File: src/rtl/fetch_unit.sv
// rtl/fetch_unit.sv - instruction fetch stage: PC register, IF/ID pipeline register, BOOT/RUN/HOLD control
// Optional FETCH_PERF_CNT_EN adds FETCH_COUNT and BUBBLE_COUNT event counters.
module fetch_unit #(
  parameter logic [31:0] RESET_VECTOR = 32'h00000000,
  parameter logic [31:0] NOP_INSTR    = 32'h00006033
) (
  input  logic        CLK,
  input  logic        RESET,
  input  logic [31:0] INSTRUCTION,
  input  logic        STALL,
  input  logic        BRANCH_TAKEN,
  input  logic [31:0] BRANCH_TARGET,
  output logic [31:0] PC,
  output logic [31:0] IFID_PC,
  output logic [31:0] IFID_PC4,
  output logic [31:0] IFID_INSTRUCTION,
  output logic        IFID_VALID
`ifdef FETCH_PERF_CNT_EN
  ,
  output logic [31:0] FETCH_COUNT,
  output logic [31:0] BUBBLE_COUNT
`endif
);

  typedef enum logic [1:0] {
    BOOT = 2'd0,
    RUN  = 2'd1,
    HOLD = 2'd2
  } state_t;

  state_t      state;
  logic        in_fetch;
  logic        fetch_evt;
  logic        bubble_evt;
  logic [31:0] pc_plus4;
  logic        unused_target_bits;

  // Redirect outranks stall, so a branch arriving while held is taken at once.
  assign in_fetch   = (state == RUN) || (state == HOLD);
  assign fetch_evt  = in_fetch && !BRANCH_TAKEN && !STALL;
  assign bubble_evt = (state == BOOT) || (in_fetch && BRANCH_TAKEN);
  assign pc_plus4   = PC + 32'd4;

  assign unused_target_bits = ^BRANCH_TARGET[1:0];

  always_ff @(posedge CLK) begin
    if (!RESET) begin
      PC               <= {RESET_VECTOR[31:2], 2'b00};
      IFID_PC          <= 32'd0;
      IFID_PC4         <= 32'd0;
      IFID_INSTRUCTION <= NOP_INSTR;
      IFID_VALID       <= 1'b0;
      state            <= BOOT;
    end else if (bubble_evt) begin
      if (state == BOOT) begin
        PC <= {RESET_VECTOR[31:2], 2'b00};
      end else begin
        PC <= {BRANCH_TARGET[31:2], 2'b00};
      end
      IFID_PC          <= 32'd0;
      IFID_PC4         <= 32'd0;
      IFID_INSTRUCTION <= NOP_INSTR;
      IFID_VALID       <= 1'b0;
      state            <= RUN;
    end else if (fetch_evt) begin
      PC               <= pc_plus4;
      IFID_PC          <= PC;
      IFID_PC4         <= pc_plus4;
      IFID_INSTRUCTION <= INSTRUCTION;
      IFID_VALID       <= 1'b1;
      state            <= RUN;
    end else if (in_fetch) begin
      state <= HOLD;
    end else begin
      // Unused encoding: restart cleanly through BOOT.
      state <= BOOT;
    end
  end

`ifdef FETCH_PERF_CNT_EN
  always_ff @(posedge CLK) begin
    if (!RESET) begin
      FETCH_COUNT  <= 32'd0;
      BUBBLE_COUNT <= 32'd0;
    end else begin
      if (fetch_evt) begin
        FETCH_COUNT <= FETCH_COUNT + 32'd1;
      end
      if (bubble_evt) begin
        BUBBLE_COUNT <= BUBBLE_COUNT + 32'd1;
      end
    end
  end
`else
  logic unused_evts;
  assign unused_evts = fetch_evt ^ bubble_evt;
`endif

endmodule

File: config.mk
export PLATFORM = sky130hd
export DESIGN_NAME = fetch_unit
export DESIGN_NICKNAME = d
export VERILOG_FILES = /design/src/rtl/fetch_unit.sv
export SDC_FILE = /design/constraint.sdc
export NUM_CORES = 1
export LEC_CHECK = 0
export ABC_AREA = 1
export CAP_MARGIN = 20
export CELL_PAD_IN_SITES_DETAIL_PLACEMENT = 1
export CELL_PAD_IN_SITES_GLOBAL_PLACEMENT = 2
export CORE_UTILIZATION = 24
export DETAILED_ROUTE_END_ITERATION = 12
export PLACE_DENSITY = 0.83
export SYNTH_ARGS = -nofsm -noshare
export SYNTH_HDL_FRONTEND = slang
export SYNTH_SLANG_ARGS = --single-unit
File: constraint.sdc
create_clock -name CLK -period 2.25 [get_ports CLK]
set_input_delay 0.5625 -clock CLK [delete_from_list [all_inputs] [get_ports CLK]]
set_output_delay 0.5625 -clock CLK [all_outputs]
set_load 0.01 [all_outputs]
Word level (Yosys, flattened, before mapping)
Cells that the tools add are included.
Word-level totals
  register bits after elaboration: 131
  input bits: 68
  output and inout bits: 129
  logic and storage cells: 28
Operators by class
  add/subtract/negate cells: 1
  equal/unequal tests: 2
  multiplexer cells: 6
  bitwise operators: 1
  reduce and logical (&&, ||, !) cells: 11
Operators with widths (count)
  $mux W32: 3
  $add A32 B3 Y32 const B: 1
  $logic_and A1 B1 Y1: 3
  $reduce_or A3 Y1: 1
  $eq A2 B1 Y1 const B: 1
  $eq A2 B2 Y1 const B: 1
  $logic_not A1 Y1: 2
  $logic_not A2 Y1: 1
  $logic_or A1 B1 Y1: 2
  $mux W1: 2
  $mux W2: 1
  $reduce_bool A2 Y1: 1
  $reduce_or A2 Y1: 1
  $not A1 Y1: 1

Longest topological paths before layout
Gate-level depths: netlist of the first run.
  word-level depth: 6
  depth in mapped cells: 12

Least setup slack after synthesis of the first run
Ideal clock, no wire load.
  path kind: register to register
  start point: reg state[0]
  end point: reg IFID_PC[29]
  arrival time: 1.502 ns
  required time: 2.180 ns
  setup slack: 0.678 ns
  cell stages (with the launch flop): 13
  buffers on the path: 3
  clock period less this slack: 1.572 ns
  cells stage by stage: dfxtp_1 inv_1 ha_1 nand2_1 inv_2 nor2_4 inv_2 nor2_2 buf_4 inv_2 buf_6 buf_6 a21oi_1
Between the ends
  longest elaborated chain between the ends: 5
  elaborated cells on any way between the ends: 9
  classes of those cells: eq/ne (2); reduce/logical (7)
RTL lines
  start, declared: line 31  | state_t state;
  start signal, assigned: line 53  | state <= BOOT;
  start signal, assigned: line 64  | state <= RUN;
  start signal, assigned: line 71  | state <= RUN;
  $eq A2 B1 Y1 / $eq A2 B2 Y1 (equally long branches): line 39  | assign in_fetch = (state == RUN) || (state == HOLD);
  $logic_or A1 B1 Y1 (*): line 39
  net in_fetch: line 32  | logic in_fetch;
  $logic_and A1 B1 Y1: line 41  | assign bubble_evt = (state == BOOT) || (in_fetch && BRANCH_TAKEN);
  $logic_or A1 B1 Y1: line 41
  $reduce_or A2 Y1 (no source line)
  end signal, assigned: line 49  | IFID_PC <= 32'd0;
  end signal, assigned: line 60  | IFID_PC <= 32'd0;
  end signal, assigned: line 67  | IFID_PC <= PC;
  end, declared: line 14  | output logic [31:0] IFID_PC,
The timed path passes the listed nets; every way through them passes the cells marked *.
A chain may end at the register's enable or synchronous reset.

Final worst setup path of the first run
  start point: reg PC[4]
  end point: out PC[4]
RTL lines
  start, declared: line 13  | output logic [31:0] PC,
  start signal, assigned: line 48  | PC <= {RESET_VECTOR[31:2], 2'b00};
  start signal, assigned: line 56  | PC <= {RESET_VECTOR[31:2], 2'b00};
  start signal, assigned: line 58  | PC <= {BRANCH_TARGET[31:2], 2'b00};
No word-level cell between the ends.

==> metrics.log, run 1 <==
INFO  metric avgViaCountPerCell = 4.42
INFO  metric ioPinCount = 197
INFO  metric total_power = 6.43 mW
INFO  metric synthCells = 794
INFO  metric cp.depth = 1
INFO  metric ys_seq_elements = 125
INFO  metric clock_path_buffers = 2
INFO  metric fmax = 467 MHz
INFO  metric grt_setup_unrepaired = no
INFO  metric cts_tree = yes
INFO  metric floorplan.die_area = 24200 um2
INFO  metric slew_viol_final = 0
INFO  metric setup.worst_path.class = flip-flop to output port
INFO  metric finalCoreUtilization = 37.7%
INFO  metric cpMaxStageDelayCell = clkdlybuf4s50_1
INFO  metric type_of_origin_of_the_critical_path = flip-flop
INFO  metric drt_pre_antenna_iters = 7
INFO  metric power_density = 744 nW/um2
INFO  metric fp.coreArea = 22900 um2
INFO  metric drv.max_cap_violation_count = 0
INFO  metric ys_seq_area_share = 44.2%
INFO  metric cts_htree_levels = 4
INFO  metric layout_worst_path_cycle_share = 95.2%
INFO  metric post-place-cells = 1286
INFO  metric worst_skew_pair.late_latency = 0.42 ns
INFO  metric antenna_left = 0
INFO  metric wire_per_inst = 15.9 um
INFO  metric post-route-drc-count = 0
INFO  metric initial_utilization = 24.7%
INFO  metric worst_path_fanout_max = 8
INFO  metric critical_path.endpoint_type = output port
INFO  metric synth.cell_area = 5660 um2
INFO  metric postSynthAreaPerCell = 7.13 um2
INFO  metric route.vias.total = 5830
INFO  metric finalHoldViolations = 0
INFO  metric worst-endpoint-required = 1.69 ns
INFO  metric final_net_count = 1062
INFO  metric area.growth.synth_to_final = 52.7%
INFO  metric clkTransAtPathRegs = 0.06 ns
INFO  metric setup_tns = 0 ns
INFO  metric ys_types = 39
INFO  metric critical-path-max-stage-delay = 0.61 ns
INFO  metric clock-root-buffer = clkbuf_16
INFO  metric cts_setup_buffers = 0
INFO  metric detail_route.iter0.violations = 258
INFO  metric mostFrequentLayoutCells = 245 x nand2_1, 188 x clkdlybuf4s50_1, 125 x dfxtp_1, 93 x a21oi_1, 63 x inv_1
INFO  metric final_hpwl_dp = 15.5 mm
INFO  metric maximum_number_of_pins_on_one_net_before_global_route_repair = 49
INFO  metric async_reset_ff_share = 0%
INFO  metric finish.cell_count_without_fillers = 1318
INFO  metric status = completed
INFO  metric top_family_by_delay_on_critical_path = buffers and inverters
INFO  metric floorplan.die.height = 156 um
INFO  metric reg2reg_depth = 11
INFO  metric synthesis_warnings = 0
INFO  metric port_buffers = 188
INFO  metric via_count_of_the_first_global_routing_pass = 5920
INFO  metric arrival = 1.58 ns
INFO  metric core.rowCount = 55
INFO  metric antenna_cells_inserted = 0
INFO  metric timing.final.setup_violations = 0
INFO  metric grt_pass1_wl = 33.3 mm
INFO  metric postCtsResizedCells = 0
INFO  metric static-leakage-power = 3.40 nW
INFO  metric die_x = 156 um
INFO  metric cts.sinks = 125
INFO  metric routed_wl = 20.9 mm
INFO  metric initial_antenna_violation_count = 0
INFO  metric place.gp.congestion = 0.807
INFO  metric holdWs = 0.458 ns
INFO  metric synthFlopType = dfxtp_1
INFO  metric crit_chain = clkdlybuf4s50_1
INFO  metric drive_gt1_share = 9.85%
INFO  metric cp_num_buf_inv = 1
INFO  metric synth-edff-count = 0
INFO  metric overflow = 0
INFO  metric worst_clock_skew = 0.00885 ns
INFO  metric cts-hold-fix-buffers = 0
INFO  metric grt.total_usage = 17.9%
INFO  metric mostFrequentLayoutCell = nand2_1
INFO  metric worst_hold_path.num_cells = 2
INFO  metric filler_cell_count = 2753
INFO  metric number_of_buffers_added_by_the_clock_tree_synthesis_step = 17
INFO  metric hold_path.class = flip-flop to flip-flop
INFO  metric worst_ir_drop_on_vdd = 0.415 mV
INFO  metric fin_crit = 2.14 ns
synth_stat cells (4+ instances only):
library cell,number,area (um2)
o21ai_0,61,305
buf_6,4,45.0
xnor2_1,4,35.0
nand3_1,36,180
nor2_1,43,161
nor2_2,4,25.0
nor2_4,6,67.6
nand2_1,246,923
dfxtp_1,125,2500
buf_4,8,60.1
or2_2,4,25.0
inv_1,64,240
clkbuf_1,16,60.1
buf_2,20,100
o211ai_1,8,60.1
nand3b_1,7,52.6
o21bai_1,11,82.6
a21oi_1,93,465
stage by stage:
stage,setup slack (ns),instance area (um2)
global route,0.0263,8640
finish,0.107,8640
detailed placement,0.0463,8050
global placement,0.0675,8050
CTS,0.0642,8640
floorplan,0.678,5680
final cells by class:
type	count	area (um2)	area share (%)
Clock inverter	14	159	1.84
Inverter	68	256	2.97
Multi-Input combinational cell	557	2660	30.8
Sequential cell	125	2500	29.0
Tap cell	313	392	4.53
Timing Repair Buffer	223	2230	25.8
Clock buffer	18	439	5.08
cell families (layout without fill, tap and decap cells):
logic type      Yosys count  in the layout  share of synthesized area (%)
xor+xnor                  6              6                           1.06
flops                   125            125                           44.2
buf+inv                 117            323                           9.26
simple gates            362            362                           27.8
other cells               1              6                         0.0662
compound gates          181            181                           17.2
fa+ha+maj                 2              2                          0.442
registers in the layout (all words and copies together) (netlist names):
signal	flops
IFID_INSTRUCTION	32
IFID_PC4	30
IFID_PC	30
PC	30
state	2
IFID_VALID	1
worst reg2reg max path: cells and delay by family (launching register included):
kind                       cells  cell delay (ns)
AOI/OAI and AO/OA              2             0.25
adders and majority gates      1             0.29
buffers and inverters          4             0.42
DFF                            1             0.30
and+or+nand+nor                4             0.45
metal layers:
layer	routed length [um]	GRT usage (%)	vias to the layer above
met5	0	0	-
met4	209	4.53	0
met3	1050	4.56	18
met2	9540	29.5	142
met1	10100	23.3	2736
li1	-	-	2934
where the power goes:
part	leakage (nW)	switching, mW	total [mW]	internal, mW
sequential	1.01	0.143	2.46	2.32
clock	0.294	1.13	2.82	1.68
combinational	2.09	0.626	1.16	0.530
worst paths after layout:
kind / to / start / slack [ns]
hold reg to reg: IFID_INSTRUCTION[11] / IFID_INSTRUCTION[11] / 0.46
setup reg to reg: PC[4] / state[1] / 0.43
hold / removal: IFID_INSTRUCTION[11] / IFID_INSTRUCTION[11] / 0.46
setup / recovery: PC[4] / PC[4] / 0.11
Power figures use the tool's default switching activity.
==> run 2, diff against run 1 <==
CORE_MARGIN = 3   (was not set)
PLACE_DENSITY = not set   (was 0.83)
PLACE_DENSITY_LB_ADDON = 0.15   (was not set)
==> run 2 against run 1 <==
Compared with the run above:
- power decreased by 1.6%
- die area is 5.2% higher
- register-to-register slack got worse by 0.04 ns
- first-iteration DRC count is 2.3% higher
- combinational power fell by 4%
==> metrics.log, run 2 (synthesis gave the netlist of run 1 again) <==
INFO  metric initial_antenna_violation_count = 0 (unchanged)
INFO  metric crit_chain = clkdlybuf4s50_1
INFO  metric final_net_count = 1048 (-1.3%)
INFO  metric post-place-cells = 1272 (-1.1%)
INFO  metric worst_skew_pair.late_latency = 0.42 ns (about the same)
INFO  metric total_power = 6.33 mW (-1.6%)
INFO  metric drv.max_cap_violation_count = 0 (unchanged)
INFO  metric port_buffers = 188 (unchanged)
INFO  metric grt.total_usage = 17.2% (-0.78 points)
INFO  metric worst_path_fanout_max = 6 (-2)
INFO  metric critical-path-max-stage-delay = 0.64 ns (+0.03 ns)
INFO  metric fmax = 472 MHz (+1.2%)
INFO  metric hold_path.class = flip-flop to flip-flop
INFO  metric route.vias.total = 5760 (-1.2%)
INFO  metric worst_hold_startpoint = IFID_INSTRUCTION[30]
INFO  metric drt_pre_antenna_iters = 4 (-3)
INFO  metric floorplan.die_area = 25500 um2 (+5.2%)
INFO  metric antenna_left = 0 (unchanged)
INFO  metric detail_route.iter0.violations = 264 (+2.3%)
INFO  metric die_x = 160 um (+2.6%)
INFO  metric regToRegSetupSlack = 0.39 ns (-0.04 ns)
INFO  metric cts.sinks = 125 (unchanged)
INFO  metric setup.worst_path.class = flip-flop to output port
INFO  metric grt_setup_unrepaired = no
INFO  metric ioPinCount = 197 (unchanged)
INFO  metric floorplan.die.height = 160 um (+2.6%)
INFO  metric worstReg2RegStart = state[1]
INFO  metric reg2reg_depth = 10 (-1)
INFO  metric core.rowCount = 55 (unchanged)
INFO  metric finish.cell_count_without_fillers = 1303 (-1.1%)
INFO  metric largest_reg_flops = 32 (unchanged)
INFO  metric final_hpwl_dp = 15.5 mm (-0.26%)
INFO  metric finalCoreUtilization = 37.1% (-0.61 points)
INFO  metric worst_hold_path.num_cells = 2 (unchanged)
INFO  metric layout_worst_path_cycle_share = 94.1% (-1.1 points)
INFO  metric place.gp.congestion = 0.735 (-8.9%)
INFO  metric number_of_buffers_added_by_the_clock_tree_synthesis_step = 17 (unchanged)
INFO  metric clock_path_buffers = 2 (unchanged)
INFO  metric cp_num_buf_inv = 1 (unchanged)
INFO  metric overflow = 0 (unchanged)
INFO  metric maximum_number_of_pins_on_one_net_before_global_route_repair = 49 (unchanged)
INFO  metric drive_gt1_share = 8.38% (-1.5 points)
INFO  metric via_count_of_the_first_global_routing_pass = 5989 (+1.2%)
INFO  metric avgViaCountPerCell = 4.42 (about the same)
INFO  metric power_density = 744 nW/um2 (about the same)
INFO  metric critical_path.endpoint_type = output port
INFO  metric timing.rr.end = PC[30]
INFO  metric slew_viol_final = 0 (unchanged)
INFO  metric worst_ir_drop_on_vdd = 0.416 mV (+0.17%)
INFO  metric largest-register = IFID_INSTRUCTION
INFO  metric cpMaxStageDelayCell = clkdlybuf4s50_1
INFO  metric cts_tree = yes
INFO  metric whs_endpoint = IFID_INSTRUCTION[30]
INFO  metric grt_pass1_wl = 34.7 mm (+3.9%)
INFO  metric initial_utilization = 24.7% (unchanged)
INFO  metric mostFrequentLayoutCell = nand2_1
INFO  metric holdWs = 0.459 ns (+0.00130 ns)
INFO  metric area.growth.synth_to_final = 50.2%
INFO  metric status = completed
INFO  metric timing.final.setup_violations = 0 (unchanged)
INFO  metric arrival = 1.56 ns (-0.02 ns)
INFO  metric setup_tns = 0 ns (unchanged)
INFO  metric top_family_by_delay_on_critical_path = buffers and inverters
INFO  metric finalHoldViolations = 0 (unchanged)
INFO  metric type_of_origin_of_the_critical_path = flip-flop
INFO  metric fin_crit = 2.12 ns (-0.0246 ns)
INFO  metric worst-endpoint-required = 1.69 ns (about the same)
INFO  metric mostFrequentLayoutCells = 245 x nand2_1, 188 x clkdlybuf4s50_1, 124 x dfxtp_1, 93 x a21oi_1, 63 x inv_1
INFO  metric wire_per_inst = 16.6 um (+4.6%)
INFO  metric clock-root-buffer = clkbuf_16
INFO  metric worst_clock_skew = 0.00866 ns (-0.000189 ns)
INFO  metric post-route-drc-count = 0 (unchanged)
INFO  metric static-leakage-power = 3.30 nW (-2.7%)
INFO  metric antenna_cells_inserted = 0 (unchanged)
INFO  metric cts_htree_levels = 4 (unchanged)
INFO  metric fp.coreArea = 22900 um2 (unchanged)
INFO  metric clkTransAtPathRegs = 0.06 ns (about the same)
INFO  metric routed_wl = 21.7 mm (+3.4%)
## run 2: cell type report
cell class,count,area [um2]
clock buffers,21,460
clock inverters,10,115
fillers,2804,14400
inverters,68,256
multi-input cells,557,2660
flip-flops and latches,125,2500
well taps,313,392
repair buffers,209,2110
## run 2: through the flow
step / cell area [um2] / setup WS [ns]
4_1_cts: 8500 / 0.00984
5_1_grt: 8500 / 0.0574
6_report: 8500 / 0.132
3_3_place_gp: 7930 / 0.0442
2_1_floorplan: 5680 / 0.678
3_5_place_dp: 7930 / 0.0536
## run 2: how the worst max path moves through the flow
stage | slack, ns | startpoint | end | cells after the start
after global placement | 0.04 | BRANCH_TAKEN | PC[26] | 9
after floorplan | 0.68 | state[0] | IFID_PC[29] | 12
after global routing | 0.06 | PC[15] | PC[15] | 1
after CTS | 0.01 | PC[20] | PC[20] | 1
final | 0.13 | PC[15] | PC[15] | 1
after detailed placement | 0.05 | BRANCH_TAKEN | PC[30] | 9
## run 2: worst min-delay path, stage by stage, from the launching register on
cell,delay (ns)
dfxtp_1,0.31
nand2_1,0.06
a21oi_1,0.05
## run 2: layer usage
layer  track usage, %  up-vias  part of all wire [%]
met5                0        -                     0
met4             3.62        0                  0.83
met3             3.95       13                   4.5
met2             26.5      139                    44
met1             24.4     2701                    51
li1                 -     2907                     -
## run 2: where the power goes
group	total [mW]	internal, mW	switching, mW	leakage, nW
Combinational	1.11	0.500	0.612	2.02
Clock	2.74	1.68	1.05	0.275
Sequential	2.48	2.32	0.160	1.01
Total	6.33	4.50	1.83	3.30
## run 2: repair_timing
action,in CTS,in global routing
setup endpoints to repair,0,1
resized for setup,0,1
hold buffers,0,0
setup buffers,0,0
==> run 3, diff against run 2 <==
RECOVER_POWER = 50   (was not set)
SLEW_MARGIN = 20   (was not set)
==> run 3 against run 2 <==
Compared with the run above:
- via count shrank 0.68%
- global-route usage is the same
- final cell count is the same
- critical endpoint unchanged
- sequential cell count is the same
- non-clock buffer count is the same
- power shrank 0.60%
- largest power group unchanged
- highest routed layer unchanged
- largest cell class unchanged
- design area shrank 0.54%
- clock skew is essentially flat
==> metrics.log, run 3 (synthesis gave the netlist of run 1 again) <==
INFO  metric status = completed
INFO  metric area.growth.synth_to_final = 49.4%
INFO  metric critical-path-max-stage-delay = 0.64 ns (about the same)
INFO  metric floorplan.die_area = 25500 um2 (unchanged)
INFO  metric cts.sinks = 125 (unchanged)
INFO  metric antenna_left = 0 (unchanged)
INFO  metric cts_tree = yes
INFO  metric ioPinCount = 197 (unchanged)
INFO  metric mostFrequentLayoutCells = 247 x nand2_1, 124 x dfxtp_1, 107 x clkdlybuf4s50_1, 93 x a21oi_1, 81 x dlygate4sd3_1
INFO  metric crit_chain = clkdlybuf4s50_1
INFO  metric power_density = 744 nW/um2 (about the same)
INFO  metric slew_viol_final = 0 (unchanged)
INFO  metric setup.worst_path.class = flip-flop to output port
INFO  metric mostFrequentLayoutCell = nand2_1
INFO  metric p_int = 4.48 mW (-0.58%)
INFO  metric die_x = 160 um (unchanged)
INFO  metric clock_path_buffers = 2 (unchanged)
INFO  metric post-route-drc-count = 0 (unchanged)
INFO  metric antenna_cells_inserted = 0 (unchanged)
INFO  metric route.vias.total = 5721 (-0.68%)
INFO  metric cts_setup_buffers = 0 (unchanged)
INFO  metric final_hpwl_dp = 15.5 mm (unchanged)
INFO  metric port_buffers = 188 (unchanged)
INFO  metric final_net_count = 1048 (unchanged)
INFO  metric drive_gt1_share = 7.88% (-0.51 points)
INFO  metric drt_pre_antenna_iters = 4 (unchanged)
INFO  metric layout.cell_area.non_filler = 8460 um2 (-0.54%)
INFO  metric clkTransAtPathRegs = 0.06 ns (about the same)
INFO  metric grt.total_usage = 17.2% (unchanged)
INFO  metric floorplan.die.height = 160 um (unchanged)
INFO  metric worst_ir_drop_on_vdd = 0.415 mV (-0.28%)
INFO  metric cp_num_buf_inv = 1 (unchanged)
INFO  metric largest_reg_flops = 32 (unchanged)
INFO  metric grt_setup_unrepaired = no
INFO  metric holdWs = 0.456 ns (-0.00311 ns)
INFO  metric top_family_by_delay_on_critical_path = buffers and inverters
INFO  metric worst_skew_pair.late_latency = 0.42 ns (about the same)
INFO  metric clock-root-buffer = clkbuf_16
INFO  metric timing.final.setup_violations = 0 (unchanged)
INFO  metric place.gp.congestion = 0.735 (unchanged)
INFO  metric hold_path.class = flip-flop to flip-flop
INFO  metric sequentialPowerShare = 39.4% (+0.2 points)
INFO  metric fmax = 473 MHz (+0.21%)
INFO  metric core.rowCount = 55 (unchanged)
INFO  metric setup_ws = 0.136 ns (+0.00441 ns)
INFO  metric worst_path_fanout_max = 6 (unchanged)
INFO  metric worst-endpoint-required = 1.69 ns (about the same)
INFO  metric worst_clock_skew = 0.00826 ns (-0.000398 ns)
INFO  metric via_count_of_the_first_global_routing_pass = 5989 (unchanged)
INFO  metric layout_worst_path_cycle_share = 93.9% (-0.20 points)
INFO  metric finalHoldViolations = 0 (unchanged)
INFO  metric largest-register = IFID_INSTRUCTION
INFO  metric drv.max_cap_violation_count = 0 (unchanged)
INFO  metric setup_tns = 0 ns (unchanged)
INFO  metric placement.setup.worst_slack = 0.0536 ns (unchanged)
INFO  metric cts_htree_levels = 4 (unchanged)
INFO  metric fin_crit = 2.11 ns (-0.00441 ns)
INFO  metric initial_utilization = 24.7% (unchanged)
INFO  metric power.share.clock = 43.4% (+0.2 points)
INFO  metric cpMaxStageDelayCell = clkdlybuf4s50_1
INFO  metric number_of_buffers_added_by_the_clock_tree_synthesis_step = 17 (unchanged)
INFO  metric initial_antenna_violation_count = 0 (unchanged)
INFO  metric fp.coreArea = 22900 um2 (unchanged)
INFO  metric power_frac_comb = 17.2% (-0.4 points)
INFO  metric critical_path.endpoint_type = output port
INFO  metric switching_share = 28.8% (about the same)
INFO  metric grt_pass1_wl = 34.7 mm (unchanged)
INFO  metric static-leakage-power = 3.54 nW (+7.0%)
INFO  metric arrival = 1.55 ns (about the same)
INFO  metric switching_power = 1.81 mW (-0.65%)
INFO  metric routed_wl = 21.6 mm (-0.28%)
INFO  metric detail_route.iter0.violations = 262 (-0.76%)
INFO  metric avgViaCountPerCell = 4.39 (-0.68%)
INFO  metric overflow = 0 (unchanged)
INFO  metric type_of_origin_of_the_critical_path = flip-flop
INFO  metric wire_per_inst = 16.6 um (-0.28%)
INFO  metric dpl_cell_area = 7930 um2 (unchanged)
INFO  metric maximum_number_of_pins_on_one_net_before_global_route_repair = 49 (unchanged)
## run 3: final timing paths
| kind | endpoint | startpoint | cells past startpoint | slack (ns) |
|---|---|---|---|---|
| min | IFID_INSTRUCTION[30] | IFID_INSTRUCTION[30] | 2 | 0.46 |
| min reg2reg | IFID_INSTRUCTION[30] | IFID_INSTRUCTION[30] | 2 | 0.46 |
| max reg2reg | IFID_PC[31] | state[0] | 10 | 0.28 |
| max | PC[15] | PC[15] | 1 | 0.14 |
## run 3: layout make-up
cell class	instances	area, um2
Clock buffer	21	460
Clock inverter	10	115
Fill cell	2811	14500
Inverter	68	256
Multi-Input combinational cell	557	2650
Sequential cell	125	2500
Tap cell	313	392
Timing Repair Buffer	209	2080
## run 3: repair_timing
action,4_1_cts,5_1_grt
endpoints found under the setup margin,0,1
hold buffers,0,0
gates resized for setup,0,1
## run 3: per-stage QoR
step / cells / util (%) / total power [mW]
6_report: 1303 / 36.9 / 6.29
5_1_grt: 1303 / 36.9 / 6.61
4_1_cts: 1303 / 37.1 / 6.44
3_5_place_dp: 1272 / 34.6 / 3.66
3_3_place_gp: 1272 / 34.6 / 3.66
2_1_floorplan: 799 / - / 3.03
## run 3: power by group through the flow
| stage | combinational (mW) | sequential, mW | clock (mW) |
|---|---|---|---|
| 5_1_grt | 1.21 | 2.50 | 2.91 |
| 3_5_place_dp | 1.13 | 2.53 | 0 |
| 2_1_floorplan | 0.518 | 2.51 | 0 |
| 3_3_place_gp | 1.13 | 2.53 | 0 |
| 6_report | 1.08 | 2.48 | 2.73 |
| 4_1_cts | 1.14 | 2.48 | 2.83 |
## run 3: metal layers
metal	track usage [%]	vias to the layer above	part of all wire (%)
li1	-	2906	-
met4	3.62	0	0.82
met3	3.95	13	4.3
met2	26.5	135	44
met1	24.4	2667	50
met5	0	-	0
